**config.mk**
```make
export PLATFORM = sky130hd
export DESIGN_NAME = fir_decim_buffer_flat
export DESIGN_NICKNAME = d
export VERILOG_FILES = /design/src/rtl/fir_decim_buffer_pkg.sv /design/src/rtl/fir_decim_buffer_if.sv /design/src/rtl/fir_sync_fifo.sv /design/src/rtl/fir_decim_buffer.sv /design/src/flat_wrapper.sv
export SDC_FILE = /design/constraint.sdc
export NUM_CORES = 1
export LEC_CHECK = 0
export CAP_MARGIN = 0
export CORE_MARGIN = 2
export CORE_UTILIZATION = 52
export CTS_CLUSTER_SIZE = 25
export DETAILED_ROUTE_END_ITERATION = 10
export GPL_ROUTABILITY_DRIVEN = 0
export PLACE_DENSITY = 0.75
export RECOVER_POWER = 100
export SYNTH_ARGS = -nofsm -noshare
export SYNTH_HDL_FRONTEND = slang
export SYNTH_HIERARCHICAL = 1
export SYNTH_SLANG_ARGS = --single-unit
export TNS_END_PERCENT = 20
```
**constraint.sdc**
```tcl
create_clock -name clk -period 3 [get_ports clk]
set_input_delay 0.6 -clock clk [delete_from_list [all_inputs] [get_ports clk]]
set_output_delay 0.6 -clock clk [all_outputs]
set_load 0.1 [all_outputs]
```
**src/rtl/fir_decim_buffer_pkg.sv**
```systemverilog
// Shared types and width helpers for the FIR output path.
package fir_decim_buffer_pkg;

    localparam int unsigned SAMPLE_W = 8;

    typedef logic signed [SAMPLE_W-1:0] sample_t;

    // FIFO operation for one cycle, encoded as {push, pop}
    typedef enum logic [1:0] {
        FIFO_IDLE = 2'b00,
        FIFO_POP  = 2'b01,
        FIFO_PUSH = 2'b10,
        FIFO_BOTH = 2'b11
    } fifo_op_e;

    // Pointer / counter width able to index n entries (at least 1 bit)
    function automatic int unsigned ptr_w(input int unsigned n);
        return (n > 1) ? $clog2(n) : 1;
    endfunction

    // Occupancy width able to hold 0..depth inclusive
    function automatic int unsigned level_w(input int unsigned depth);
        return $clog2(depth) + 1;
    endfunction

endpackage

```
**src/rtl/fir_decim_buffer_if.sv**
```systemverilog
// Sample-in / stream-out bundle of the decimating output buffer.
interface fir_decim_buffer_if
    import fir_decim_buffer_pkg::*;
#(
    parameter int unsigned WIDTH = SAMPLE_W,
    parameter int unsigned DEPTH = 8
);

    logic                          en;
    logic signed [WIDTH-1:0]       data_in;
    logic                          clear;
    logic                          out_valid;
    logic signed [WIDTH-1:0]       out_data;
    logic                          out_ready;
    logic [level_w(DEPTH)-1:0]     level;
    logic                          overflow;

    // Producer / consumer side (filter + sink)
    modport master (
        output en, data_in, clear, out_ready,
        input  out_valid, out_data, level, overflow
    );

    // Buffer side
    modport slave (
        input  en, data_in, clear, out_ready,
        output out_valid, out_data, level, overflow
    );

endinterface

```
**src/rtl/fir_sync_fifo.sv**
```systemverilog
// Synchronous FIFO with registered show-ahead head and exact occupancy.
module fir_sync_fifo
    import fir_decim_buffer_pkg::*;
#(
    parameter int unsigned WIDTH = SAMPLE_W,
    parameter int unsigned DEPTH = 8
) (
    input  logic                      clk,
    input  logic                      rst_b,
    input  logic                      clear_i,
    input  logic                      push_i,
    input  logic signed [WIDTH-1:0]   push_data_i,
    input  logic                      pop_i,
    output logic signed [WIDTH-1:0]   head_o,
    output logic                      full_o,
    output logic                      empty_o,
    output logic [level_w(DEPTH)-1:0] level_o
);

    localparam int unsigned PW = ptr_w(DEPTH);
    localparam int unsigned LW = level_w(DEPTH);

    logic signed [WIDTH-1:0] mem_q [DEPTH];
    logic [PW-1:0]           wr_ptr_q, wr_ptr_d;
    logic [PW-1:0]           rd_ptr_q, rd_ptr_d, rd_next;
    logic [LW-1:0]           level_q, level_d;
    logic signed [WIDTH-1:0] head_q, head_d;
    logic                    full, empty, push_ok, pop_ok;
    fifo_op_e                op;

    assign empty   = (level_q == '0);
    assign full    = (level_q == LW'(DEPTH));
    assign pop_ok  = pop_i && !empty;
    // A full FIFO still accepts when the head leaves in the same cycle
    assign push_ok = push_i && (!full || pop_ok);
    assign op      = fifo_op_e'({push_ok, pop_ok});
    assign rd_next = rd_ptr_q + PW'(1);

    // Next pointers, occupancy and head; head is a register so it holds the
    // last popped value when the FIFO drains and is never read from an
    // unwritten slot
    always_comb begin
        wr_ptr_d = wr_ptr_q;
        rd_ptr_d = rd_ptr_q;
        level_d  = level_q;
        head_d   = head_q;
        if (clear_i) begin
            wr_ptr_d = '0;
            rd_ptr_d = '0;
            level_d  = '0;
        end else begin
            unique case (op)
                FIFO_PUSH: begin
                    wr_ptr_d = wr_ptr_q + PW'(1);
                    level_d  = level_q + LW'(1);
                    if (empty) head_d = push_data_i;
                end
                FIFO_POP: begin
                    rd_ptr_d = rd_next;
                    level_d  = level_q - LW'(1);
                    if (level_q != LW'(1)) head_d = mem_q[rd_next];
                end
                FIFO_BOTH: begin
                    wr_ptr_d = wr_ptr_q + PW'(1);
                    rd_ptr_d = rd_next;
                    head_d   = (level_q == LW'(1)) ? push_data_i : mem_q[rd_next];
                end
                default: ;
            endcase
        end
    end

    // Storage write at the tail
    always_ff @(posedge clk) begin
        if (push_ok && !clear_i) mem_q[wr_ptr_q] <= push_data_i;
    end

    // Control state registers
    always_ff @(posedge clk or negedge rst_b) begin
        if (!rst_b) begin
            wr_ptr_q <= '0;
            rd_ptr_q <= '0;
            level_q  <= '0;
            head_q   <= '0;
        end else begin
            wr_ptr_q <= wr_ptr_d;
            rd_ptr_q <= rd_ptr_d;
            level_q  <= level_d;
            head_q   <= head_d;
        end
    end

    assign head_o  = head_q;
    assign full_o  = full;
    assign empty_o = empty;
    assign level_o = level_q;

endmodule

```
**src/rtl/fir_decim_buffer.sv**
```systemverilog
// Keeps one of every DECIM filter samples and queues them as a valid/ready stream.
module fir_decim_buffer
    import fir_decim_buffer_pkg::*;
#(
    parameter int unsigned WIDTH = SAMPLE_W,
    parameter int unsigned DECIM = 4,
    parameter int unsigned PHASE = 0,
    parameter int unsigned DEPTH = 8
) (
    input logic               clk,
    input logic               rst_b,
    fir_decim_buffer_if.slave bus
);

    localparam int unsigned PHW = ptr_w(DECIM);
    localparam int unsigned LW  = level_w(DEPTH);

    logic [PHW-1:0]          phase_q, phase_d;
    logic                    overflow_q, overflow_d;
    logic                    keep, push_req, pop, full, empty;
    logic signed [WIDTH-1:0] head;
    logic [LW-1:0]           level;

    assign keep     = bus.en && (phase_q == PHW'(PHASE));
    assign push_req = keep && !bus.clear;
    assign pop      = !empty && bus.out_ready && !bus.clear;

    // Phase advances only on sample strobes; clear restarts it
    always_comb begin
        phase_d = phase_q;
        if (bus.clear)
            phase_d = '0;
        else if (bus.en)
            phase_d = (phase_q == PHW'(DECIM - 1)) ? '0 : phase_q + PHW'(1);
    end

    // Sticky drop flag: kept sample arriving with no slot free this cycle
    always_comb begin
        overflow_d = overflow_q | (push_req && full && !pop);
        if (bus.clear) overflow_d = 1'b0;
    end

    // Phase and overflow registers
    always_ff @(posedge clk or negedge rst_b) begin
        if (!rst_b) begin
            phase_q    <= '0;
            overflow_q <= 1'b0;
        end else begin
            phase_q    <= phase_d;
            overflow_q <= overflow_d;
        end
    end

    fir_sync_fifo #(
        .WIDTH (WIDTH),
        .DEPTH (DEPTH)
    ) u_fifo (
        .clk         (clk),
        .rst_b       (rst_b),
        .clear_i     (bus.clear),
        .push_i      (push_req),
        .push_data_i (bus.data_in),
        .pop_i       (pop),
        .head_o      (head),
        .full_o      (full),
        .empty_o     (empty),
        .level_o     (level)
    );

    assign bus.out_valid = !empty;
    assign bus.out_data  = head;
    assign bus.level     = level;
    assign bus.overflow  = overflow_q;

endmodule

```
**src/flat_wrapper.sv**
```systemverilog
// flat-port wrapper written by rule: the top's interface ports become plain ports
module fir_decim_buffer_flat import fir_decim_buffer_pkg::*;
#(
    parameter int unsigned WIDTH = SAMPLE_W,
    parameter int unsigned DECIM = 4,
    parameter int unsigned PHASE = 0,
    parameter int unsigned DEPTH = 8
)
  (clk, rst_b, bus_en, bus_data_in, bus_clear, bus_out_ready, bus_out_valid, bus_out_data, bus_level, bus_overflow);
  fir_decim_buffer_if #(.WIDTH(WIDTH), .DEPTH(DEPTH)) bus_i ();
  input logic clk;
  input logic rst_b;
  input wire logic [$bits(bus_i.en)-1:0] bus_en;
  input wire logic [$bits(bus_i.data_in)-1:0] bus_data_in;
  input wire logic [$bits(bus_i.clear)-1:0] bus_clear;
  input wire logic [$bits(bus_i.out_ready)-1:0] bus_out_ready;
  output wire logic [$bits(bus_i.out_valid)-1:0] bus_out_valid;
  output wire logic [$bits(bus_i.out_data)-1:0] bus_out_data;
  output wire logic [$bits(bus_i.level)-1:0] bus_level;
  output wire logic [$bits(bus_i.overflow)-1:0] bus_overflow;
  assign bus_i.en = bus_en;
  assign bus_i.data_in = bus_data_in;
  assign bus_i.clear = bus_clear;
  assign bus_i.out_ready = bus_out_ready;
  assign bus_out_valid = bus_i.out_valid;
  assign bus_out_data = bus_i.out_data;
  assign bus_level = bus_i.level;
  assign bus_overflow = bus_i.overflow;
  fir_decim_buffer #(.WIDTH(WIDTH), .DECIM(DECIM), .PHASE(PHASE), .DEPTH(DEPTH)) u_core (.clk(clk), .rst_b(rst_b), .bus(bus_i));
endmodule
```
Yosys cells after proc, flatten, opt, wreduce, memory -nomap -nowiden
Memory sizes are Yosys's and may differ from the RTL's.
Index checks and enable logic that the tools add are counted.
{ "op_classes": {"addsub": 5, "multipliers": 0, "div_mod_pow": 0, "n_lt_le_gt_ge": 0, "eq_ne": 9, "shift": 0, "muxes": 16, "bitwise": 2, "reduce_logical": 24} }
{ "ops": {"columns": ["op", "count"], "rows": [
  ["8-bit two-way mux", 3],
  ["8-bit case mux with 3 select lines", 1],
  ["3-bit two-way mux", 4],
  ["1-bit logical AND", 9],
  ["4-bit case mux with 2 select lines", 1],
  ["3-bit by 1-bit adder with 3-bit output (second input constant)", 2],
  ["2-bit equality test (second input constant)", 3],
  ["2-bit two-way mux", 3],
  ["2-bit nonzero test", 3],
  ["3-bit nonzero test", 2],
  ["4-bit by 1-bit adder with 4-bit output (second input constant)", 1],
  ["4-bit by 1-bit equality test with 1-bit output (second input constant)", 1],
  ["4-bit equality test (second input constant)", 1],
  ["1-bit logical NOT", 4],
  ["4-bit logical NOT", 1],
  ["4-bit two-way mux", 1],
  ["4-bit by 1-bit inequality test with 1-bit output (second input constant)", 1],
  ["4-bit AND reduction", 1],
  ["2-bit OR reduction", 2],
  ["4-bit by 1-bit subtractor with 4-bit output (second input constant)", 1],
  ["1-bit two-way mux", 3],
  ["2-bit by 1-bit adder with 2-bit output (second input constant)", 1],
  ["2-bit by 1-bit equality test with 1-bit output (second input constant)", 1],
  ["2-bit logical NOT", 1],
  ["5 further kinds", 5]
]} }
{ "totals": {"reg_bits": 21, "latch_bits": 0, "ramBits": 64, "romBits": 0, "input_bits": 13, "out_inout_bits": 14, "memories": 1} }
{ "memory_table": {"columns": ["name", "words", "word_bits", "read_ports", "rd_clocked_by_memory_dff", "write_ports", "line_no", "rtl"], "rows": [
  ["u_core.u_fifo.mem_q", 8, 8, 1, 0, 1, "fir_sync_fifo.sv:23", "logic signed [WIDTH-1:0] mem_q [DEPTH];"]
]} }

Depth between registers and ports, before layout
{ "depth": {"depth_word": 11, "mapped_depth": 11} }

Modules after synthesis
Netlist, hierarchy kept.
{ "by_module_without_submodules": {"columns": ["mod", "n_inst", "cells_each", "area_each_um2", "seq_area_each_um2"], "rows": [
  ["fir_sync_fifo", 1, 230, 3585.9, 2372.3],
  ["fir_decim_buffer", 1, 18, 177.7, 75.1]
]} }

Worst setup path before layout
Ideal clock, no wire load.
{ "synth_timing": {"path_type": "register to register", "start": "register u_core.u_fifo.level_q[1], in the netlist u_core/u_fifo/level_o[1]", "end": "memory u_core/u_fifo/mem_q[0][0] (netlist name), enable pin", "setup_time_ns": 0.383, "t_arrival_ns": 3.230, "required_time_ns": 2.617, "path_slack_ns": -0.613, "stages_incl_launch_ff": 9, "period_less_slack_ns": 3.613, "path_cell_list": "dfrtp_1 > inv_1 > ha_1 > nor3b_4 > nand2b_1 > nor2_1 > o21ai_2 > or3_1 > nor3_1"} }
{ "synth_between": {"elab_chain_len": 10, "word_cells_on_any_way": 12, "classes_between": "eq/ne (1); mux (2); reduce/logical (9)"} }
{ "synth_lines": {"columns": ["item", "line_no", "rtl"], "rows": [
  ["start, declared", "fir_sync_fifo.sv:26", "logic [LW-1:0] level_q, level_d;"],
  ["start signal, assigned", "fir_sync_fifo.sv:88", "level_q <= level_d;"],
  ["4-bit logical NOT", "fir_sync_fifo.sv:31", "assign empty = (level_q == '0);"],
  ["named net u_core.empty", "fir_decim_buffer.sv:20", "logic keep, push_req, pop, full, empty;"],
  ["1-bit logical NOT", "fir_decim_buffer.sv:26", "assign pop = !empty && bus.out_ready && !bus.clear;"],
  ["1-bit logical AND (2 in a row)", "fir_decim_buffer.sv:26", null],
  ["named net u_core.pop", "fir_decim_buffer.sv:20", null],
  ["1-bit logical AND", "fir_sync_fifo.sv:33", "assign pop_ok = pop_i && !empty;"],
  ["1-bit logical OR", "fir_sync_fifo.sv:35", "assign push_ok = push_i && (!full || pop_ok);"],
  ["1-bit logical AND", "fir_sync_fifo.sv:35", null],
  ["1-bit logical AND", "fir_sync_fifo.sv:75", "if (push_ok && !clear_i) mem_q[wr_ptr_q] <= push_data_i;"],
  ["1-bit two-way mux", "fir_sync_fifo.sv:75", null],
  ["1-bit two-way mux (not written as such)", "fir_sync_fifo.sv:75", null],
  ["end, declared", "fir_sync_fifo.sv:23", null]
]} }
The timed path passes the listed nets, and every way through them passes these cells.

Final worst setup path
{ "layout_timing": {"start": "register u_core.u_fifo.level_q[1], in the netlist u_core/u_fifo/level_o[1]", "end": "memory u_core/u_fifo/mem_q[4][4] (netlist name), enable pin"} }
The elaborated chain is that of the path after synthesis.

==> results <==
-- report_power, final --
part | switching, mW | internal (mW) | leakage (nW)
clock | 0.417 | 0.307 | 0.0833
sequential | 0.0462 | 1.33 | 0.848
combinational | 0.617 | 0.135 | 0.579
total | 1.08 | 1.78 | 1.51
-- registers in the layout, summed over array words and instances, names as in the netlist --
name                    count
u_core/phase_q              2
u_core/u_fifo/mem_q        64
u_core/u_fifo/rd_ptr_q      3
u_core/bus.overflow         1
u_core/u_fifo/head_o        8
u_core/u_fifo/level_o       4
u_core/u_fifo/wr_ptr_q      3
-- cell families (layout without fill, tap and decap cells) --
family	after synthesis	count (layout)	synth area share [%]
flip-flops	85	85	65.0
AND/OR/NAND/NOR	80	80	10.4
AO/OA/AOI/OAI	29	29	5.59
multiplexers	22	22	12.1
buffers and inverters	19	65	2.99
adder cells (fa/ha/maj)	7	7	2.33
XOR/XNOR	6	6	1.60
-- path summary, 6_finish.rpt --
kind | from | to | depth (start not counted)
min reg2reg | u_core/u_fifo/head_o[0] | u_core/u_fifo/head_o[0] | 2
max reg2reg | u_core/u_fifo/level_o[1] | u_core/u_fifo/mem_q[4][4] | 9
min | u_core/u_fifo/head_o[0] | u_core/u_fifo/head_o[0] | 2
max | u_core/u_fifo/level_o[1] | u_core/u_fifo/mem_q[4][4] | 9
min in group asynchronous | rst_b | u_core/u_fifo/wr_ptr_q[0] | 1
max in group asynchronous | rst_b | u_core/u_fifo/level_o[0] | 1
-- worst reg2reg max path, delay by kind of cell (launching register included) --
family	cells	cell delay, ns
AOI/OAI and AO/OA	1	0.16
DFF	1	0.45
adders and majority gates	1	0.25
buffers and inverters	2	0.48
and+or+nand+nor	5	1.07
-- per-layer routing --
layer	vias to the layer above	track usage, %
met1	1033	25.4
met2	41	27.7
met4	0	6.51
li1	1006	-
met3	4	4.25
met5	-	0
-- layout make-up --
type | instances | area (um^2)
Sequential cell | 85 | 2460
Timing Repair Buffer | 40 | 254
Clock inverter | 6 | 46.3
Multi-Input combinational cell | 144 | 1190
Fill cell | 569 | 2910
Clock buffer | 10 | 128
Inverter | 9 | 33.8
Tap cell | 99 | 124
-- metrics by stage --
stage          cell area (um^2)  instances  setup slack [ns]  total power [mW]
2_1_floorplan              3780        248            0.0394              2.06
3_3_place_gp               4160        377             0.380              2.23
3_5_place_dp               4160        377             0.344              2.24
4_1_cts                    4330        393             0.357              2.96
5_1_grt                    4230        393            0.0951              2.98
6_report                   4230        393             0.239              2.86
-- placed cells by master, fill, tap and decap left out, types with 2 or more instances in the layout --
master and instances:
clkbuf_2 2, mux4_2 7, a31o_1 8, edfxtp_1 64, clkinvlp_4 2, inv_1 9
nor2_1 29, dfrtp_4 2, mux4_1 9, dlygate4sd3_1 10, clkdlybuf4s50_1 2, inv_6 2
clkbuf_1 20, o21ai_0 11, nor3_1 3, nand2_1 20, buf_4 7, clkbuf_8 9
dfrtp_1 18, a21oi_1 4, mux2i_1 6, xnor2_1 3, xor2_1 2, ha_1 7
nand2b_1 15, or3_1 6
==> results.yml <==
run_status:
  outcome: "finished, final reports clean"
detailed_routing:
  vias_per_cell: 5.30
  firstDrtPassIters: 4
  drc_errors: 0
  routed-wl-met2_um: 3020
  wl_met3_um: 264
  ant_nets: 0
  routed_wl_um: 6520
  routedWlPerCell_um: 16.6
  num_vias: 2084
  dr.first_iter.drc_count: 127
  drt-met1-wl_um: 3160
  highest_layer: "met4"
sta:
  drv_slew: 0
  hold_slack_ns: 0.495
  setup_viol: 0
  finClkSkew_ns: 0.0109
  fmax_ghz: 0.362
  finalCritPeriodShare_pct: 92.0
  fin_crit_ns: 2.76
  slew_headroom_pct: 22.3
  worst_pin_slew_ns: 1.17
  hold_viol: 0
  tns_ns: 0
  grt_setup_unrepaired: "no"
worst_setup_path:
  cp_cell_sequence: "inv_1, ha_1, nor3b_4, nand2b_1, nor2_1, o21ai_2, or3_1, nor2_1, clkbuf_1"
  cp-end-kind: "flop"
  crit_fanout: 8
  cp.arrival_ns: 2.75
  r2r_slack_ns: 0.24
  crit_required_ns: 2.99
  start_kind: "flop"
  cpMostUsedCell: "nor2_1"
  critPathBufInv: 2
  worst_path_max_delay_cell: "dfrtp_4"
  crit_type: "reg2reg"
  critPathMaxStageDelay_ns: 0.45
  path_delay_family: "simple AND/OR/NAND/NOR gates"
floorplan:
  core_um2: 7140
  die_y_um: 89.1
  die_x_um: 89.1
  start_util_pct: 52.7
  io_pins: 27
  die-area_um2: 7930
  num_rows: 31
logic_synthesis:
  syn_nets: 268
  synth_area_um2: 3760
  yosysTopAreaCellShare_pct: 51.1
  ys_ff_latch: 85
  synth_commonest_cells: "64 x edfxtp_1, 29 x nor2_1, 21 x dfrtp_1"
  synth.most_common_cell: "edfxtp_1"
  netlist_top_cells_area: "edfxtp_1 51%, dfrtp_1 14%, mux4_1 6.3%"
  yosysSeqAreaShare_pct: 65.0
  ys_warn_count: 6
  synth_cells: 248
  yosys.area.top_type: "edfxtp_1"
  netlist-cell-type-count: 36
  syn_avg_cell_area_um2: 15.2
  async_reset_ff_share_pct: 24.7
  dominantRegCellSynth: "edfxtp_1"
  synth_edf_count: 64
clock_tree:
  cts_resized: 0
  hold_buffers: 0
  cts_sinks: 85
  cts_setup_buffers: 0
  path_clk_slew_ns: 0.09
  cts_root_buffer: "clkbuf_8"
  h-tree-depth: 3
  cts_inserted_buffers: 9
  cts_tree: "done"
  max-clock-path-buffers: 2
  clk_latency_ns: 0.35
grt:
  grt_first_pass_wirelength_um: 10500
  grt.overflow.total: 0
  grt_max_degree: 22
  first_global_vias: 2107
  grt_use_total_pct: 18.0
  antenna_found_initial: 0
layout:
  area_growth_pct: 12.4
  drive_gt1_share_pct: 12.9
  antenna_cells: 0
  postLayoutCoreUtil_pct: 59.3
  nets: 309
placed_design:
  place_hpwl_um: 4420
  port_buffers: 26
power_and_ir_drop:
  vdd_ir_drop_max_mv: 0.301
  p_per_area_nw_per_um2: 675
  leakage_nw: 1.51
min_path:
  hold_class: "reg2reg"
job:
  max_cap_viol_count: 0
No activity file was read; power rests on OpenSTA's default activity.
